File: src/rtl/vga_pkg.sv
// Timing constants for the 800x600@60 Hz (40 MHz pixel clock) video pipeline,
// plus the overlay image sizes shared with the later stages.
package vga_pkg;

    localparam int CNT_W = 11;

    localparam logic [CNT_W-1:0] H_VISIBLE = 11'd800;
    localparam logic [CNT_W-1:0] H_FRONT   = 11'd40;
    localparam logic [CNT_W-1:0] H_SYNC    = 11'd128;
    localparam logic [CNT_W-1:0] H_BACK    = 11'd88;
    localparam logic [CNT_W-1:0] H_TOTAL   = H_VISIBLE + H_FRONT + H_SYNC + H_BACK;

    localparam logic [CNT_W-1:0] V_VISIBLE = 11'd600;
    localparam logic [CNT_W-1:0] V_FRONT   = 11'd1;
    localparam logic [CNT_W-1:0] V_SYNC    = 11'd4;
    localparam logic [CNT_W-1:0] V_BACK    = 11'd23;
    localparam logic [CNT_W-1:0] V_TOTAL   = V_VISIBLE + V_FRONT + V_SYNC + V_BACK;

    localparam logic [CNT_W-1:0] HSYNC_START = H_VISIBLE + H_FRONT;
    localparam logic [CNT_W-1:0] HSYNC_END   = HSYNC_START + H_SYNC - 11'd1;
    localparam logic [CNT_W-1:0] VSYNC_START = V_VISIBLE + V_FRONT;
    localparam logic [CNT_W-1:0] VSYNC_END   = VSYNC_START + V_SYNC - 11'd1;

    // Overlay image sizes consumed by the image-overlay stages.
    localparam logic [CNT_W-1:0] A_SIDE = 11'd64;
    localparam logic [CNT_W-1:0] B_SIDE = 11'd128;

endpackage

File: src/rtl/timing_counter.sv
// Wrap counter 0..MAX with enable; also exposes its next-state value so the
// parent can register flags aligned with the count.
module timing_counter
    import vga_pkg::*;
#(
    parameter logic [CNT_W-1:0] MAX = 11'd1055
) (
    input  logic             clk,
    input  logic             rst,
    input  logic             inc_en,
    output logic [CNT_W-1:0] cnt,
    output logic [CNT_W-1:0] nxt,
    output logic             wrap
);

    logic [CNT_W-1:0] cnt_q, cnt_d;

    always_comb begin
        wrap  = inc_en && (cnt_q == MAX);
        cnt_d = cnt_q;
        if (wrap)
            cnt_d = '0;
        else if (inc_en)
            cnt_d = cnt_q + 11'd1;
    end

    always_ff @(posedge clk) begin
        if (!rst)
            cnt_q <= '0;
        else
            cnt_q <= cnt_d;
    end

    assign cnt = cnt_q;
    assign nxt = cnt_d;

endmodule

File: src/rtl/vga_timing_gen.sv
// Free-running 800x600@60 VGA timing generator; the vga_if bundle is carried as flat ports.
// Optional frame counter output enabled by `define VGA_TIMING_FRAME_CNT_EN.
module vga_timing_gen
    import vga_pkg::*;
(
    input  logic        clk,
    input  logic        rst,
    output logic [10:0] hcount,
    output logic [10:0] vcount,
    output logic        hsync,
    output logic        vsync,
    output logic        hblnk,
    output logic        vblnk,
    output logic [11:0] rgb,
    output logic        frame_start
`ifdef VGA_TIMING_FRAME_CNT_EN
    ,
    output logic [15:0] frame_cnt
`endif
);

    logic [CNT_W-1:0] h_cnt, h_nxt, v_cnt, v_nxt;
    logic             h_wrap, v_wrap;

    timing_counter #(.MAX(H_TOTAL - 11'd1)) u_hcnt (
        .clk    (clk),
        .rst    (rst),
        .inc_en (1'b1),
        .cnt    (h_cnt),
        .nxt    (h_nxt),
        .wrap   (h_wrap)
    );

    timing_counter #(.MAX(V_TOTAL - 11'd1)) u_vcnt (
        .clk    (clk),
        .rst    (rst),
        .inc_en (h_wrap),
        .cnt    (v_cnt),
        .nxt    (v_nxt),
        .wrap   (v_wrap)
    );

    // Flags decode the next-state counts so they land on the same edge as the counts.
    logic hsync_q, hsync_d, vsync_q, vsync_d;
    logic hblnk_q, hblnk_d, vblnk_q, vblnk_d;
    logic fstart_q, fstart_d;

    always_comb begin
        hblnk_d  = (h_nxt >= H_VISIBLE);
        hsync_d  = (h_nxt >= HSYNC_START) && (h_nxt <= HSYNC_END);
        vblnk_d  = (v_nxt >= V_VISIBLE);
        vsync_d  = (v_nxt >= VSYNC_START) && (v_nxt <= VSYNC_END);
        fstart_d = v_wrap;
    end

    always_ff @(posedge clk) begin
        if (!rst) begin
            hsync_q  <= 1'b0;
            vsync_q  <= 1'b0;
            hblnk_q  <= 1'b0;
            vblnk_q  <= 1'b0;
            fstart_q <= 1'b0;
        end else begin
            hsync_q  <= hsync_d;
            vsync_q  <= vsync_d;
            hblnk_q  <= hblnk_d;
            vblnk_q  <= vblnk_d;
            fstart_q <= fstart_d;
        end
    end

`ifdef VGA_TIMING_FRAME_CNT_EN
    logic [15:0] frame_cnt_q;

    always_ff @(posedge clk) begin
        if (!rst)
            frame_cnt_q <= '0;
        else if (fstart_d)
            frame_cnt_q <= frame_cnt_q + 16'd1;
    end

    assign frame_cnt = frame_cnt_q;
`endif

    assign hcount      = h_cnt;
    assign vcount      = v_cnt;
    assign hsync       = hsync_q;
    assign vsync       = vsync_q;
    assign hblnk       = hblnk_q;
    assign vblnk       = vblnk_q;
    assign rgb         = 12'h000;
    assign frame_start = fstart_q;

endmodule

File: config.mk
export PLATFORM = sky130hd
export DESIGN_NAME = vga_timing_gen
export DESIGN_NICKNAME = d
export VERILOG_FILES = /design/src/rtl/vga_pkg.sv /design/src/rtl/timing_counter.sv /design/src/rtl/vga_timing_gen.sv
export SDC_FILE = /design/constraint.sdc
export NUM_CORES = 1
export LEC_CHECK = 0
export BUFFER_PORTS_ARGS = -buffer_cell sky130_fd_sc_hd__buf_2
export CORE_ASPECT_RATIO = 0.6
export CORE_MARGIN = 4
export CORE_UTILIZATION = 40
export CTS_CLUSTER_SIZE = 28
export DETAILED_ROUTE_END_ITERATION = 8
export PLACE_DENSITY = 0.73
export SYNTH_ARGS = -nofsm -noshare
export SYNTH_HDL_FRONTEND = slang
export SYNTH_HIERARCHICAL = 1
export SYNTH_SLANG_ARGS = --single-unit
File: constraint.sdc
create_clock -name clk -period 4.9 [get_ports clk]
set_clock_uncertainty 0.05 [all_clocks]
set_input_delay 0.49 -clock clk [delete_from_list [all_inputs] [get_ports clk]]
set_output_delay 0.49 -clock clk [all_outputs]
set_load 0.005 [all_outputs]
==> results.toml <==
[place]
dp.final_hpwl_um = 2680
postPlaceCellArea_mm2 = 0.00170
numPortBuffers = 28
dp_slack_ps = 1820
gp_congestion = 0.852
placed_cells_incl_taps = 239

[global_route]
grt_pass1_vias = 1072
antenna_found_initial = 0
grt_start_max_net_pins = 19
grt_util_all_layers_pct = 13.9
grt_pass1_wl_um = 5520
overflow = 0

[clock_tree]
clockBufferDepth = 2
cts_post_setup_buffers_inserted = 0
clock_sink_count = 27
cts.reportedPaths.clkPinSlew_ps = 100
clock_insertion_delay_worst_skew_ps = 280
cts-htree-levels = 1
cts_made_buffers = 3
post_cts_resize_count = 0
ctsHoldBuffers = 0
clk_root_buffer_cell = "sky130_fd_sc_hd__clkbuf_8"
cts_tree = "done"

[sta]
setup_total_negative_slack_ps = 0
fmax_ghz = 0.318
setup_viol = 0
final_critical_path_required_period_ps = 3140
hold_viol = 0
slew_viol_final = 0
min_period_over_period_pct = 64.1
worstMarginPinSlew_ps = 507
rsz0062_at_grt = "false"
max_slew_margin_pct = 66.0
setup_slack_ps = 1760

[pwr]
power_switching_share_pct = 23.8
pwr_density_cell_mw_per_mm2 = 214
power_frac_comb_pct = 4.8
static-leakage-power_nw = 0.820
p_clk_share_pct = 35.4
fin_total_pwr_mw = 0.374
power.switching_mw = 0.0892
intPower_mw = 0.285
ir_drop_v = 0.000151
sequentialPowerShare_pct = 59.8

[worst_setup_path]
setup.reg_to_reg.worst_slack_ps = 1760
crit_required_ps = 5080
crit_path_start_kind = "flop"
worst-path-max-fanout = 8
critPathCaptureType = "flop"
r2r_cells = 10
rr_startpoint = "u_hcnt/cnt[0]"
worst_ep_arrival_time_ps = 3320
worstSetupPathType = "flop to flop"
list_of_cells_traversed_by_the_critical_path = "ha_1 > nand4_4 > nor4_4 > and4_4 > nand3_1 > xor2_1 > nor2_1 > a211o_1 > a2111oi_2 > o211a_1"
worstReg2RegEnd = "vsync"
worst_path_max_delay_cell = "sky130_fd_sc_hd__nor4_4"
cp_slowest_stage_delay_ps = 530

[layout]
synthToLayoutAreaGrowth_pct = 9.99
layout-drive-gt1-share_pct = 27.6
finish.net_count = 201
post_layout_nonfiller_instances = 243
final_cell_area_mm2 = 0.00175
most-common-layout-cells = "sky130_fd_sc_hd__buf_2 (28), sky130_fd_sc_hd__dfxtp_1 (27), sky130_fd_sc_hd__nor2_1 (15)"
antenna_cells_inserted = 0
layout_commonest_cell = "sky130_fd_sc_hd__buf_2"

[flow_run]
cap_violations = 0

[min_path]
timing.hold.worst_endpoint = "u_hcnt/cnt[9]"
hold_depth = 2
min_from = "u_hcnt/cnt[9]"
worstHoldPathType = "flop to flop"

[floorplanning]
boundaryPins = 41
row_count = 17
initial_core_util_pct = 42.5
die_area_mm2 = 0.00508
chipWidth_um = 89.4
core_area_mm2 = 0.00374
height_of_the_chip_um = 56.8

[synth]
synth_warn = 6
mappedNetlistArea_mm2 = 0.00159
avgSynthCellArea_um2 = 9.41
post_synth_inst_count = 169

[drt]
drt_wl_total_um = 3450
drtAntennaViolNets = 0
initialDrtViolationCount = 98
dr.pass1.iters = 4
dr_total_vias = 1256
wl_per_cell_um = 14.2
drc = 0
average_vias_per_placed_instance = 5.17

[run_status]
outcome = "completed"
-- power groups by stage --
stage | combinational [mW] | clock, mW | sequential (mW)
floorplan | 0.0218 | 0 | 0.229
global route | 0.0202 | 0.142 | 0.224
detailed placement | 0.0177 | 0 | 0.229
finish | 0.0180 | 0.132 | 0.224
CTS | 0.0177 | 0.136 | 0.224
global placement | 0.0175 | 0 | 0.229
-- metrics by stage --
stage                     utilization, %  hold WS (ps)
after floorplan                        -           421
after global placement              45.4           437
after detailed placement            45.4           452
after CTS                           46.7           473
after global routing                46.7           499
final                               46.7           462
-- registers in the layout, summed over array words and instances (netlist names) --
register / flops
frame_start: 1
hblnk: 1
hsync: 1
u_hcnt/cnt: 11
u_vcnt/cnt: 11
vblnk: 1
vsync: 1
-- worst max-delay path: cells and delay by family (launching register included) --
kind,cells,cell delay (ps)
AO/OA/AOI/OAI,3,890
AND/OR/NAND/NOR,5,1220
adder cells (fa/ha/maj),1,280
flip-flops,1,440
XOR/XNOR,1,230
-- cell type report --
class,count,area (µm²)
Fill cell,367,1990
Tap cell,47,58.8
Inverter,4,15.0
Timing Repair Buffer,28,140
Clock buffer,3,41.3
Sequential cell,27,541
Multi-Input combinational cell,133,946
Clock inverter,1,7.51
-- layer usage --
| metal | global-route usage (%) | share of wire (%) | vias to the layer above |
|---|---|---|---|
| li1 | - | - | 618 |
| met3 | 3.96 | 5.9 | 2 |
| met4 | 2.97 | 0.49 | 0 |
| met2 | 17.8 | 42 | 39 |
| met5 | 0 | 0 | - |
| met1 | 22.1 | 52 | 597 |
-- worst max path at each step --
stage	startpoint	endpoint	cells after the start
after floorplan	u_hcnt/cnt[5]	vsync	9
after global placement	u_hcnt/cnt[0]	vsync	10
after detailed placement	u_hcnt/cnt[0]	vsync	10
after CTS	u_hcnt/cnt[0]	vsync	10
after global routing	u_hcnt/cnt[0]	vsync	10
final	u_hcnt/cnt[0]	vsync	10
Power figures use the tool's default switching activity.
